<file path="config.mk">
export PLATFORM = sky130hd
export DESIGN_NAME = boot_loader
export DESIGN_NICKNAME = d
export VERILOG_FILES = /design/src/rtl/boot_pkg.sv /design/src/rtl/boot_timer.sv /design/src/rtl/boot_loader.sv
export SDC_FILE = /design/constraint.sdc
export NUM_CORES = 1
export LEC_CHECK = 0
export ABC_CLOCK_PERIOD_IN_PS = 3100
export CORE_MARGIN = 10
export CORE_UTILIZATION = 48
export DETAILED_ROUTE_END_ITERATION = 8
export GPL_ROUTABILITY_DRIVEN = 1
export PLACE_DENSITY = 0.69
export RECOVER_POWER = 100
export SLEW_MARGIN = 40
export SYNTH_ARGS = -nofsm -noshare
export SYNTH_HDL_FRONTEND = slang
export SYNTH_HIERARCHICAL = 1
export SYNTH_SLANG_ARGS = --single-unit
</file>
<file path="constraint.sdc">
create_clock -name _CLK -period 3.1 [get_ports _CLK]
set_input_delay 0.465 -clock _CLK [delete_from_list [all_inputs] [get_ports _CLK]]
set_output_delay 0.465 -clock _CLK [all_outputs]
set_load 0.03 [all_outputs]
</file>
<file path="src/rtl/boot_pkg.sv">
// Shared types and constants for the serial boot loader: FSM states,
// record type codes, bus widths and the running-checksum helper.
package boot_pkg;

    localparam int ADDR_W = 23;
    localparam int DATA_W = 16;

    localparam logic [7:0] BOOT_LOAD         = 8'h00;
    localparam logic [7:0] BOOT_RUN          = 8'h01;
    localparam logic [7:0] BOOT_SYNC_DEFAULT = 8'hA5;

    typedef enum logic [2:0] {
        ST_IDLE  = 3'd0,
        ST_TYPE  = 3'd1,
        ST_ADDR  = 3'd2,
        ST_CNT   = 3'd3,
        ST_DHI   = 3'd4,
        ST_DLO   = 3'd5,
        ST_WRITE = 3'd6,
        ST_SUM   = 3'd7
    } boot_state_e;

    // Modulo-256 accumulation used by the frame checksum.
    function automatic logic [7:0] sum_add(input logic [7:0] acc, input logic [7:0] b);
        return acc + b;
    endfunction

    function automatic logic type_ok(input logic [7:0] t);
        return (t == BOOT_LOAD) || (t == BOOT_RUN);
    endfunction

endpackage

</file>
<file path="src/rtl/boot_timer.sv">
// Loadable down-counter; pulses expire for one cycle in the cycle after
// it counts down to zero while enabled.
module boot_timer #(
    parameter int WIDTH = 16
) (
    input  logic             clk,
    input  logic             reset,
    input  logic             load,
    input  logic [WIDTH-1:0] load_value,
    input  logic             en,
    output logic             expire
);

    localparam logic [WIDTH-1:0] ZERO = {WIDTH{1'b0}};
    localparam logic [WIDTH-1:0] ONE  = WIDTH'(1);

    logic [WIDTH-1:0] count_r;
    logic             expire_r;

    // Countdown register with registered expiry flag
    always_ff @(posedge clk) begin
        if (reset) begin
            count_r  <= ZERO;
            expire_r <= 1'b0;
        end else if (load) begin
            count_r  <= load_value;
            expire_r <= 1'b0;
        end else if (en && (count_r != ZERO)) begin
            count_r  <= count_r - ONE;
            expire_r <= (count_r == ONE);
        end else begin
            expire_r <= 1'b0;
        end
    end

    assign expire = expire_r;

endmodule

</file>
<file path="src/rtl/boot_loader.sv">
// Framed serial boot loader: parses load records from a byte stream, writes
// 16-bit words to memory and releases the CPU after a good run frame.
module boot_loader
    import boot_pkg::*;
#(
    parameter logic [7:0]  SYNC_BYTE = BOOT_SYNC_DEFAULT,
    parameter int unsigned TIMEOUT   = 65535
) (
    input  logic              _CLK,
    input  logic              RESET,
    input  logic [7:0]        RX_DATA,
    input  logic              RX_VALID,
    output logic              RX_READY,
    output logic [ADDR_W-1:0] MEM_ADDR,
    output logic [DATA_W-1:0] MEM_DATA,
    output logic              MEM_WE,
    input  logic              MEM_ACK,
    output logic              CPU_HOLD,
    output logic              DONE,
    output logic              ERROR
);

    localparam int TMR_W = (TIMEOUT > 1) ? $clog2(TIMEOUT + 1) : 1;

    boot_state_e       state_r, state_s;
    logic [ADDR_W-1:0] addr_r, addr_s;
    logic [DATA_W-1:0] data_r, data_s;
    logic [15:0]       cnt_r, cnt_s;
    logic [7:0]        sum_r, sum_s, byte_sum_s;
    logic [1:0]        idx_r, idx_s;
    logic [7:0]        type_r, type_s;
    logic              we_r, we_s;
    logic              ready_r, ready_s;
    logic              hold_r, hold_s;
    logic              done_r, done_s;
    logic              error_r, error_s;

    logic accept_s;
    logic timer_en_s;
    logic expire_s;
    logic timeout_s;

    assign accept_s   = RX_VALID & ready_r;
    assign timer_en_s = (state_r != ST_IDLE) && (state_r != ST_WRITE);
    assign timeout_s  = expire_s & timer_en_s & ~accept_s;

    generate
        if (TIMEOUT != 0) begin : g_timer
            boot_timer #(.WIDTH(TMR_W)) u_timer (
                .clk        (_CLK),
                .reset      (RESET),
                .load       (accept_s),
                .load_value (TMR_W'(TIMEOUT)),
                .en         (timer_en_s),
                .expire     (expire_s)
            );
        end else begin : g_no_timer
            assign expire_s = 1'b0;
        end
    endgenerate

    // FSM state register
    always_ff @(posedge _CLK) begin
        if (RESET) begin
            state_r <= ST_IDLE;
        end else begin
            state_r <= state_s;
        end
    end

    // Next-state and next-value logic for the frame parser and write port
    always_comb begin
        state_s    = state_r;
        addr_s     = addr_r;
        data_s     = data_r;
        cnt_s      = cnt_r;
        sum_s      = sum_r;
        idx_s      = idx_r;
        type_s     = type_r;
        we_s       = we_r;
        hold_s     = hold_r;
        done_s     = done_r;
        error_s    = error_r;
        byte_sum_s = sum_add(sum_r, RX_DATA);

        if (timeout_s) begin
            error_s = 1'b1;
            state_s = ST_IDLE;
        end else begin
            case (state_r)
                ST_IDLE: begin
                    if (accept_s && (RX_DATA == SYNC_BYTE)) begin
                        error_s = 1'b0;
                        done_s  = 1'b0;
                        hold_s  = 1'b1;
                        sum_s   = 8'h00;
                        state_s = ST_TYPE;
                    end else begin
                        state_s = ST_IDLE;
                    end
                end
                ST_TYPE: begin
                    if (accept_s) begin
                        sum_s  = byte_sum_s;
                        type_s = RX_DATA;
                        idx_s  = 2'd0;
                        if (type_ok(RX_DATA)) begin
                            state_s = ST_ADDR;
                        end else begin
                            error_s = 1'b1;
                            state_s = ST_IDLE;
                        end
                    end else begin
                        state_s = ST_TYPE;
                    end
                end
                ST_ADDR: begin
                    if (accept_s) begin
                        sum_s = byte_sum_s;
                        // Top address bit is outside the 23-bit word space.
                        case (idx_r)
                            2'd0:    addr_s[22:16] = RX_DATA[6:0];
                            2'd1:    addr_s[15:8]  = RX_DATA;
                            default: addr_s[7:0]   = RX_DATA;
                        endcase
                        if (idx_r == 2'd2) begin
                            idx_s   = 2'd0;
                            state_s = ST_CNT;
                        end else begin
                            idx_s = idx_r + 2'd1;
                        end
                    end else begin
                        state_s = ST_ADDR;
                    end
                end
                ST_CNT: begin
                    if (accept_s) begin
                        sum_s = byte_sum_s;
                        if (idx_r == 2'd0) begin
                            cnt_s[15:8] = RX_DATA;
                            idx_s       = 2'd1;
                        end else begin
                            cnt_s[7:0] = RX_DATA;
                            idx_s      = 2'd0;
                            state_s    = ({cnt_r[15:8], RX_DATA} == 16'd0) ? ST_SUM : ST_DHI;
                        end
                    end else begin
                        state_s = ST_CNT;
                    end
                end
                ST_DHI: begin
                    if (accept_s) begin
                        sum_s        = byte_sum_s;
                        data_s[15:8] = RX_DATA;
                        state_s      = ST_DLO;
                    end else begin
                        state_s = ST_DHI;
                    end
                end
                ST_DLO: begin
                    if (accept_s) begin
                        sum_s       = byte_sum_s;
                        data_s[7:0] = RX_DATA;
                        we_s        = 1'b1;
                        state_s     = ST_WRITE;
                    end else begin
                        state_s = ST_DLO;
                    end
                end
                ST_WRITE: begin
                    if (we_r && MEM_ACK) begin
                        we_s    = 1'b0;
                        addr_s  = addr_r + 23'd1;
                        cnt_s   = cnt_r - 16'd1;
                        state_s = (cnt_r == 16'd1) ? ST_SUM : ST_DHI;
                    end else begin
                        we_s = 1'b1;
                    end
                end
                ST_SUM: begin
                    if (accept_s) begin
                        sum_s   = byte_sum_s;
                        state_s = ST_IDLE;
                        if (byte_sum_s == 8'h00) begin
                            if (type_r == BOOT_RUN) begin
                                done_s = 1'b1;
                                hold_s = 1'b0;
                            end else begin
                                hold_s = hold_r;
                            end
                        end else begin
                            error_s = 1'b1;
                            hold_s  = 1'b1;
                        end
                    end else begin
                        state_s = ST_SUM;
                    end
                end
                default: begin
                    we_s    = 1'b0;
                    state_s = ST_IDLE;
                end
            endcase
        end

        ready_s = (state_s != ST_WRITE);
    end

    // Datapath and registered output flags
    always_ff @(posedge _CLK) begin
        if (RESET) begin
            addr_r  <= 23'd0;
            data_r  <= 16'd0;
            cnt_r   <= 16'd0;
            sum_r   <= 8'h00;
            idx_r   <= 2'd0;
            type_r  <= 8'h00;
            we_r    <= 1'b0;
            ready_r <= 1'b0;
            hold_r  <= 1'b1;
            done_r  <= 1'b0;
            error_r <= 1'b0;
        end else begin
            addr_r  <= addr_s;
            data_r  <= data_s;
            cnt_r   <= cnt_s;
            sum_r   <= sum_s;
            idx_r   <= idx_s;
            type_r  <= type_s;
            we_r    <= we_s;
            ready_r <= ready_s;
            hold_r  <= hold_s;
            done_r  <= done_s;
            error_r <= error_s;
        end
    end

    assign RX_READY = ready_r;
    assign MEM_ADDR = addr_r;
    assign MEM_DATA = data_r;
    assign MEM_WE   = we_r;
    assign CPU_HOLD = hold_r;
    assign DONE     = done_r;
    assign ERROR    = error_r;

endmodule

</file>
### After elaboration in Yosys (flattened, before gate mapping)

Index checks and enable logic that the tools add are counted.

* flip-flop bits (word level): 98
* latch bits: 0
* memory bits (writable): 0
* memory bits (read-only): 0
* input bits: 12
* word-level logic and storage cells: 159
* memories: 0

* add/sub/neg operators: 5
* multiply operators: 0
* divide/modulo/power cells: 0
* order comparisons: 0
* equal/unequal tests: 37
* shift-type cells: 0
* muxes and demuxes: 56
* bitwise gates (word level): 6
* reductions and logical operators: 37

Operator list (count)
* $mux W16: 4
* $mux W8: 6
* $mux W23: 2
* $pmux W23 S2: 1
* $reduce_and A5 Y1: 7
* $eq A16 B1 Y1 const B: 2
* $pmux W16 S2: 1
* $sub A16 B1 Y16 const B: 2
* $ne A2 B2 Y1 const B: 13
* $mux W3: 8
* $ne A3 B3 Y1 const B: 8
* $pmux W3 S8: 1
* $add A23 B1 Y23 const B: 1
* $mux W1: 18
* $eq A8 B1 Y1 const B: 2
* $logic_not A16 Y1: 1
* $logic_not A8 Y1: 2
* $mux W2: 8
* $pmux W8 S2: 1
* $reduce_bool A16 Y1: 1
* $eq A3 B3 Y1 const B: 4
* $reduce_and A3 Y1: 4
* $reduce_and A6 Y1: 2
* $reduce_bool A2 Y1: 6
* 24 further kinds: 36

### Depth between registers and ports, before layout

Gate-level depths: netlist of run 1.

* word-level depth: 7
* gate-level depth with buffers: 8
* mapped depth without buffers: 7

### Cells and area by module

The synthesis of run 1 kept the hierarchy.

Modules (own cells, without submodules)
* boot_loader: instances 1, cells each 600, area an instance 4625.7 um2, sequential area each 1621.6 um2
* boot_timer: instances 1, cells each 131, area an instance 1071.0 um2, sequential area each 340.3 um2

### Worst setup path after synthesis of run 1

No wires, ideal clock.

* path type: reg2reg
* start: register state_r[2]
* end: register g_timer.u_timer.count_r[15]
* arrival time: 2.260 ns
* required time: 2.985 ns
* path slack: 0.725 ns
* cell stages (with the launch flop): 8
* clock period less this slack: 2.375 ns
* cell sequence: dfxtp_1 -> clkbuf_1 -> xnor2_1 -> nand2_1 -> or4b_2 -> nor3_4 -> a311oi_1 -> a2111oi_0

* word-level cells in the longest chain between the ends: 4
* elaborated cells on any way between the ends: 5

Ends and longest elaborated chain
* start, declared: line boot_loader.sv:25 `boot_state_e state_r, state_s;`
* start signal, assigned: line boot_loader.sv:67 `state_r <= state_s;`
* $ne A3 B3 Y1 or $reduce_bool A3 Y1 (tied branches): line boot_loader.sv:44 `assign timer_en_s = (state_r != ST_IDLE) && (state_r != ST_WRITE);`
* $logic_and A1 B1 Y1 (*): line boot_loader.sv:44
* net timer_en_s: line boot_loader.sv:39 `logic timer_en_s;`
* $logic_and A1 B1 Y1 (*): line boot_timer.sv:28 `end else if (en && (count_r != ZERO)) begin`
* $reduce_bool A2 Y1 (no source line) (*)
* end signal, assigned: line boot_timer.sv:26 `count_r <= load_value;`
* end signal, assigned: line boot_timer.sv:29 `count_r <= count_r - ONE;`
* end, declared: line boot_timer.sv:17 `logic [WIDTH-1:0] count_r;`

The timed path passes the listed nets; every way through them passes the cells marked *.
A chain may end at the register's enable or synchronous reset.

### Final worst setup path of run 1

* start: input port RX_DATA[0]
* end: register error_r (netlist: ERROR)

* word-level cells in the longest chain between the ends: 4
* elaborated cells on any way between the ends: 11

Ends and longest elaborated chain
* start, declared: line boot_loader.sv:11 `input logic [7:0] RX_DATA,`
* $add A8 B8 Y8, or another cell as far along: line boot_pkg.sv:25 `return acc + b;`
* $logic_not A8 Y1, or another cell as far along: line boot_loader.sv:184 `if (byte_sum_s == 8'h00) begin`
* $ne A3 B3 Y1 (no source line)
* $reduce_and A6 Y1 (no source line) (*)
* end signal, assigned: line boot_loader.sv:234 `error_r <= error_s;`
* end, declared: line boot_loader.sv:36 `logic error_r, error_s;`

Every way passes the cells marked *; elsewhere a longest branch is shown, timed or not.

==> implementation parameters, run 1 <==
Parameter                              Value

Global routing
  Global-route wire length before repair    27.6 mm
  Maximum number of pins on one net before global-route repair    82
  Vias in the first global route    5429
  Initial antenna violation count    0
  Total grt overflow    0
  Overall global routing resource usage    0.201

Critical path
  Data arrival time of the worst path    2.90 ns
  Crit-path max FO    4
  Highest cell delay on the worst timing path    0.59 ns
  Capturing element type of the critical path    register
  Worst setup path start    RX_DATA[0]
  Path type of the worst setup path    in -> reg
  End point of the critical path    ERROR
  Startpoint kind of the worst setup timing path    input pin
  Slowest-stage cell, CP    dlygate4sd3_1
  Number of cells on the worst reg-to-reg path    7
  Worst R2R End    cnt_r[6]
  Required time worst endpoint    3.33 ns
  Startpoint of the worst register-to-register path    state_r[0]
  Setup slack, reg-to-reg    0.45 ns
  Worst path cell trace    dlygate4sd3_1 > ha_1 > fa_1 > a211oi_1 > or4_1 > o2111ai_1 > nor4_1 > a21oi_1

STA
  Peak Freq    0.375 GHz
  Worst clock skew on the final layout    0.00477 ns
  Count of pins over their slew limit    0
  Final hold violations    0
  Worst slew pin tran    1.11 ns
  Accumulated negative setup slack    0 ns
  Period minus WS final    2.67 ns
  Final worst slack    0.432 ns
  Post-route worst hold slack    0.457 ns
  Max-slew headroom at the worst pin    0.252
  Share of the clock period used by the worst path    0.861
  Setup repair after global routing missed its margin    no
  Final setup vio count    0

Pwr
  Maximum resistive drop on vdd    315 uV
  Post-layout total power    2.68 mW
  Leakage    2.51 nW
  Pwr/cell area    396 nW/um^2

Flow run
  MaxCap Viol Count    0

Logic synthesis
  Mapped cell area    5700 sq um
  Share of flip-flops with an asynchronous set or reset    0
  Fraction of the yosys area taken by sequential cells    0.344
  Yosys synthesis warning count    6
  Per-instance average area after synthesis    7.79 sq um
  Primary FF master, synth    dfxtp_1
  Number of enable flip-flop cells after synthesis    0
  Register bit total from synthesis    98
  Count of different cell masters after synthesis    76
  Synthesized netlist cell count    731

Die
  Std cell rows    39
  Die width    129 um
  Overall die area    16600 sq um
  Top-level port count    56
  Die Span Y    129 um
  Starting density of the core    0.495
  Core footprint    11500 sq um

Placement
  Worst slack at placement    0.225 ns
  HPWL Detailed    12.1 mm
  Placer congestion estimate    0.934
  Count of buffers inserted at the top-level ports    55

Final layout
  Share of final-layout standard cells stronger than drive strength 1    0.0813
  Utilization after layout    0.588
  Area overhead of the layout relative to synthesis    18.8%
  Net total in the final layout    820
  Antenna fix cells    0

Status
  Outcome    complete, no violations

Clocking
  Num CTS Buffers    9
  Clock root buffer master    clkbuf_16
  Clock tree from TritonCTS    built
  Post-CTS sizing    0
  Maximum level of the CTS H-tree    3
  Reg clk slew, reported paths    0.07 ns
  Number of buffers inserted by hold repair at cts    0
  Buffer levels on the longest clock path    2
  CTS Sinks    98
  Worst skew pair latency    0.35 ns
  Post-CTS setup buffers    0

Detailed routing
  Detail Route Antenna Nets    0
  Number of vias after detailed routing    5844
  DRT Wirelength    16.7 mm
  DRC violation count after routing    0
  Length of the first detailed-routing pass in iterations    5
  Routed length per placed instance    17.7 um
  Detail-routed via count per cell    6.20
  Count of routing violations after the opening detailed-route iteration    602

Min path
  Worst hold path depth    2
  Worst min-delay path category    reg -> reg
-- layout by cell type, fill, tap and decap left out, drive strengths merged, types with 11 or more instances in the layout --
cell and n:
dfxtp 98, conb 16, a21oi 69, nor3 43, nand4 12, o21ai 35
a31o 11, nor2 84, ha 12, dlygate4sd3 46, clkbuf 16, nand3 23
a31oi 16, inv 28, nand2 59, mux2i 19, nor4 11, buf 21
a211oi 15
-- kinds of logic after synthesis --
logic type                 count (synthesis)  synth area share
other                                      1          0.000658
adders and majority gates                 13            0.0299
DFF                                       98             0.344
AOI/OAI and AO/OA                        223             0.266
buffers and inverters                     69            0.0463
and+or+nand+nor                          302             0.271
xor gates and xnor gates                   6           0.00922
muxes                                     19            0.0334
-- state kept, by name, indices dropped and copies added, names as in the netlist --
signal                   flops
g_timer.u_timer/count_r     16
sum_r                        8
ERROR                        1
idx_r                        2
DONE                         1
CPU_HOLD                     1
state_r                      3
RX_READY                     1
type_r                       8
MEM_ADDR                    23
MEM_DATA                    16
MEM_WE                       1
g_timer.u_timer/expire       1
cnt_r                       16
-- synth_stat cells (all sizes together) (3+ instances only) --
library cell / n / area (sq um)
o31a: 3 / 27.5
mux2i: 19 / 190
nand2: 59 / 221
a21o: 4 / 30.0
a22oi: 7 / 52.6
o41ai: 3 / 45.1
o221a: 4 / 45.0
and3: 7 / 43.8
nor3b: 3 / 22.5
xnor2: 4 / 35.0
nor3: 43 / 231
a21oi: 69 / 345
and4: 6 / 52.6
a31oi: 16 / 100
or3: 9 / 61.3
a221oi: 4 / 35.0
nor4: 11 / 68.8
nand3b: 3 / 22.5
and3b: 3 / 26.3
a31o: 11 / 96.3
o21ai: 35 / 175
o211ai: 4 / 30.0
inv: 25 / 93.8
and2: 8 / 50.1
nor2: 84 / 315
dfxtp: 98 / 1960
nor2b: 6 / 37.5
or4: 7 / 56.3
o31ai: 9 / 67.6
ha: 12 / 150
nand2b: 7 / 43.8
a2111oi: 4 / 35.0
nand3: 23 / 115
or4b: 3 / 30.0
o21a: 5 / 37.5
buf: 6 / 27.5
clkbuf: 37 / 139
nand4: 12 / 75.1
a211oi: 15 / 118
a311oi: 8 / 76.3
-- critical path, delay by kind of cell --
| kind | cells | cell delay (ns) |
|---|---|---|
| AOI/OAI and AO/OA | 3 | 0.73 |
| adders and majority gates | 2 | 0.66 |
| buffers and inverters | 1 | 0.59 |
| and+or+nand+nor | 2 | 0.46 |
-- final cells by class --
type	instances	area, sq um
inverters	26	97.6
flip-flops and latches	98	1960
multi-input cells	579	3490
clock inverters	6	72.6
well taps	143	179
fillers	1079	4750
clock buffers	10	229
repair buffers	81	732
-- power by group --
group | total (mW) | internal [mW] | switching, mW
Clock | 1.15 | 0.637 | 0.516
Combinational | 0.231 | 0.0862 | 0.145
Sequential | 1.29 | 1.27 | 0.0190
Total | 2.68 | 2.00 | 0.681
-- worst min-delay path by stage --
| stage | slack (ns) | end | startpoint |
|---|---|---|---|
| 6_report | 0.46 | MEM_DATA[6] | MEM_DATA[6] |
| 3_5_place_dp | 0.45 | sum_r[2] | sum_r[2] |
| 2_1_floorplan | 0.44 | sum_r[3] | sum_r[3] |
| 3_3_place_gp | 0.44 | sum_r[0] | sum_r[0] |
| 4_1_cts | 0.46 | sum_r[2] | sum_r[2] |
| 5_1_grt | 0.48 | MEM_DATA[0] | MEM_DATA[0] |
-- layer usage --
metal  vias up  GRT usage  wire, um
met1      2750      0.257      7240
met3        31     0.0357      1030
met4         0     0.0669       374
met2       215      0.336      8050
met5         -          0         0
li1       2848          -         -
-- stage by stage --
step / std cells / area [sq um]
after detailed placement: 927 / 6520
after global placement: 927 / 6520
final: 943 / 6770
after global routing: 943 / 6770
after CTS: 943 / 6820
after floorplan: 746 / 5750
Note: power is estimated with default switching activity, not from simulation.
==> inputs of run 2 (changes only) <==
--- a/config.mk
+++ b/config.mk
@@ -7,10 +7,10 @@
 export LEC_CHECK = 0
 export ABC_CLOCK_PERIOD_IN_PS = 3100
 export CORE_MARGIN = 10
-export CORE_UTILIZATION = 48
+export CORE_UTILIZATION = 55
 export DETAILED_ROUTE_END_ITERATION = 8
 export GPL_ROUTABILITY_DRIVEN = 1
-export PLACE_DENSITY = 0.69
+export PLACE_DENSITY = 0.77
 export RECOVER_POWER = 100
 export SLEW_MARGIN = 40
 export SYNTH_ARGS = -nofsm -noshare
==> implementation parameters, run 2 (synthesized netlist as in run 1, its figures left out) <==
Parameter                              Value

Pwr
  Comb power frac    0.096 (was 0.086)
  Maximum resistive drop on vdd    345 uV (was 315 uV)
  Leakage    2.47 nW (was 2.51 nW)
  Net switching fraction of the power    0.271 (was 0.254)
  Share of total power in the clock network    0.362 (was 0.431)
  P_sw    0.646 mW (was 0.681 mW)
  Relative contribution of sequential cells to total power    0.542 (was 0.483)
  Pwr/cell area    358 nW/um^2 (was 396 nW/um^2)
  Cell-internal power    1.74 mW (was 2.00 mW)

Critical path
  Crit-path max FO    4 (unchanged)
  Capturing element type of the critical path    register (unchanged)
  Required time worst endpoint    3.37 ns (was 3.33 ns)
  Slowest-stage cell, CP    dlygate4sd3_1 (unchanged)
  Startpoint kind of the worst setup timing path    input pin (unchanged)
  Number of cells on the worst reg-to-reg path    8 (was 7)
  Number of cells on the critical path    8 (unchanged)
  Highest cell delay on the worst timing path    0.59 ns (about the same)
  Setup slack, reg-to-reg    0.48 ns (was 0.45 ns)
  Data arrival time of the worst path    2.93 ns (was 2.90 ns)
  CP top delay family    compound AO/OA/AOI/OAI gates (unchanged)
  Worst setup path start    RX_DATA[0] (unchanged)
  Worst R2R End    cnt_r[5] (was cnt_r[6])
  Startpoint of the worst register-to-register path    state_r[1] (was state_r[0])
  End point of the critical path    ERROR (unchanged)
  Worst path cell trace    dlygate4sd3_1 > ha_1 > fa_1 > a211oi_1 > or4_1 > o2111ai_1 > nor4_1 > a21oi_1 (unchanged)
  Total buffers and inverters traversed by the critical path    1 (unchanged)
  Path type of the worst setup path    in -> reg (unchanged)

Placement
  Cell area after placement    6510 sq um (was 6520 sq um)
  HPWL Detailed    11.6 mm (was 12.1 mm)
  Count of buffers inserted at the top-level ports    55 (unchanged)
  Placer congestion estimate    0.928 (was 0.934)

Final layout
  Net total in the final layout    820 (unchanged)
  Max FFs per register    23 (unchanged)
  Most common library cell in the layout ignoring fill and taps    dfxtp_1 (unchanged)
  Final design area excluding fillers    6660 sq um (was 6770 sq um)
  Fill cells    867 (was 1079)
  Top library cells by usage in the layout, fill and taps aside    98 x dfxtp_1, 84 x nor2_1, 69 x a21oi_1 (unchanged)
  Area of the multi-input gates    3510 sq um (was 3490 sq um)
  Share of final-layout standard cells stronger than drive strength 1    0.0839 (was 0.0813)
  Antenna fix cells    0 (unchanged)
  Area overhead of the layout relative to synthesis    16.9% (was 18.8%)
  Sequential standard cell area    1960 sq um (unchanged)

Die
  Core footprint    10200 sq um (was 11500 sq um)
  Die width    122 um (was 129 um)
  Std cell rows    37 (was 39)
  Starting density of the core    0.559 (was 0.495)
  Die Span Y    122 um (was 129 um)
  Overall die area    14800 sq um (was 16600 sq um)
  Top-level port count    56 (unchanged)

Global routing
  Total grt overflow    0 (unchanged)
  Initial antenna violation count    0 (unchanged)
  Vias in the first global route    5434 (was 5429)
  Overall global routing resource usage    0.222 (was 0.201)
  Global-route wire length before repair    27.1 mm (was 27.6 mm)
  Maximum number of pins on one net before global-route repair    85 (was 82)

Detailed routing
  Count of routing violations after the opening detailed-route iteration    660 (was 602)
  DRT Wirelength    16.3 mm (was 16.7 mm)
  DRC violation count after routing    0 (unchanged)
  Length of the first detailed-routing pass in iterations    5 (unchanged)
  Routed length per placed instance    17.5 um (was 17.7 um)
  Detail Route Antenna Nets    0 (unchanged)
  Detail-routed via count per cell    6.23 (was 6.20)
  Number of vias after detailed routing    5821 (was 5844)

Clocking
  Post-CTS sizing    0 (unchanged)
  Clock tree from TritonCTS    built (unchanged)
  Number of buffers inserted by hold repair at cts    0 (unchanged)
  Buffer levels on the longest clock path    2 (unchanged)
  Clock root buffer master    clkbuf_8 (was clkbuf_16)
  Maximum level of the CTS H-tree    3 (unchanged)
  Reg clk slew, reported paths    0.10 ns (was 0.07 ns)
  Post-CTS setup buffers    0 (unchanged)
  Worst skew pair latency    0.39 ns (was 0.35 ns)
  CTS Sinks    98 (unchanged)
  Num CTS Buffers    9 (unchanged)

STA
  Peak Freq    0.377 GHz (was 0.375 GHz)
  Share of the clock period used by the worst path    0.857 (was 0.861)
  Setup repair after global routing missed its margin    no (unchanged)
  Worst slew pin tran    1.03 ns (was 1.11 ns)
  Count of pins over their slew limit    0 (unchanged)
  Final setup vio count    0 (unchanged)
  Worst clock skew on the final layout    0.0130 ns (was 0.00477 ns)
  Accumulated negative setup slack    0 ns (unchanged)
  Max-slew headroom at the worst pin    0.307 (was 0.252)
  Final hold violations    0 (unchanged)
  Period minus WS final    2.66 ns (was 2.67 ns)

Flow run
  MaxCap Viol Count    0 (unchanged)

Min path
  Worst hold path depth    2 (unchanged)
  Worst min-delay path category    reg -> reg (unchanged)

Status
  Outcome    complete, no violations (unchanged)
## run 2: worst min path at each step
stage                     start           to
finish              MEM_DATA[2]  MEM_DATA[2]
CTS                 MEM_DATA[2]  MEM_DATA[2]
detailed placement  MEM_DATA[2]  MEM_DATA[2]
floorplan              sum_r[3]     sum_r[3]
global placement       sum_r[0]     sum_r[0]
global route           sum_r[3]     sum_r[3]
## run 2: layout make-up
| type | instances | share of cell area |
|---|---|---|
| clock buffer | 9 | 0.0186 |
| clock inverter | 6 | 0.0109 |
| inverter | 26 | 0.0147 |
| multi-input combinational | 579 | 0.526 |
| sequential | 98 | 0.295 |
| tap | 136 | 0.0255 |
| timing repair buffer | 81 | 0.110 |
## run 2: power by group through the flow
stage / clock network (mW) / logic [mW] / registers (mW)
finish: 0.864 / 0.229 / 1.29
global route: 0.941 / 0.253 / 1.29
CTS: 0.889 / 0.230 / 1.29
detailed placement: 0 / 0.228 / 1.32
global placement: 0 / 0.223 / 1.32
floorplan: 0 / 0.152 / 1.31
## run 2: stage by stage
| step | std cells | hold WS [ns] | utilization | setup WS, ns | power [mW] |
|---|---|---|---|---|---|
| 2_1_floorplan | 746 | 0.436 | - | 0.725 | 1.47 |
| 3_3_place_gp | 920 | 0.444 | 0.639 | 0.258 | 1.54 |
| 3_5_place_dp | 920 | 0.453 | 0.639 | 0.224 | 1.55 |
| 4_1_cts | 935 | 0.467 | 0.658 | 0.565 | 2.41 |
| 5_1_grt | 935 | 0.493 | 0.654 | 0.195 | 2.49 |
| 6_report | 935 | 0.456 | 0.654 | 0.445 | 2.38 |
## run 2: worst register-to-register path: stages (launching register included)
cell	delay, ns
dfxtp_1	0.55
buf_4	0.26
nand3b_1	0.11
clkbuf_2	0.44
o22ai_1	0.31
clkbuf_1	0.41
o21ai_0	0.17
a22oi_1	0.22
nor2_1	0.05
## run 2: routing by layer
layer  vias to the layer above  global-route usage  part of all wire  wire, um
li1                       2832                   -                 -         -
met1                      2767               0.281              0.44      7190
met2                       190               0.358              0.48      7780
met3                        32              0.0527             0.060       980
met4                         0              0.0827             0.024       389
met5                         -                   0                 0         0
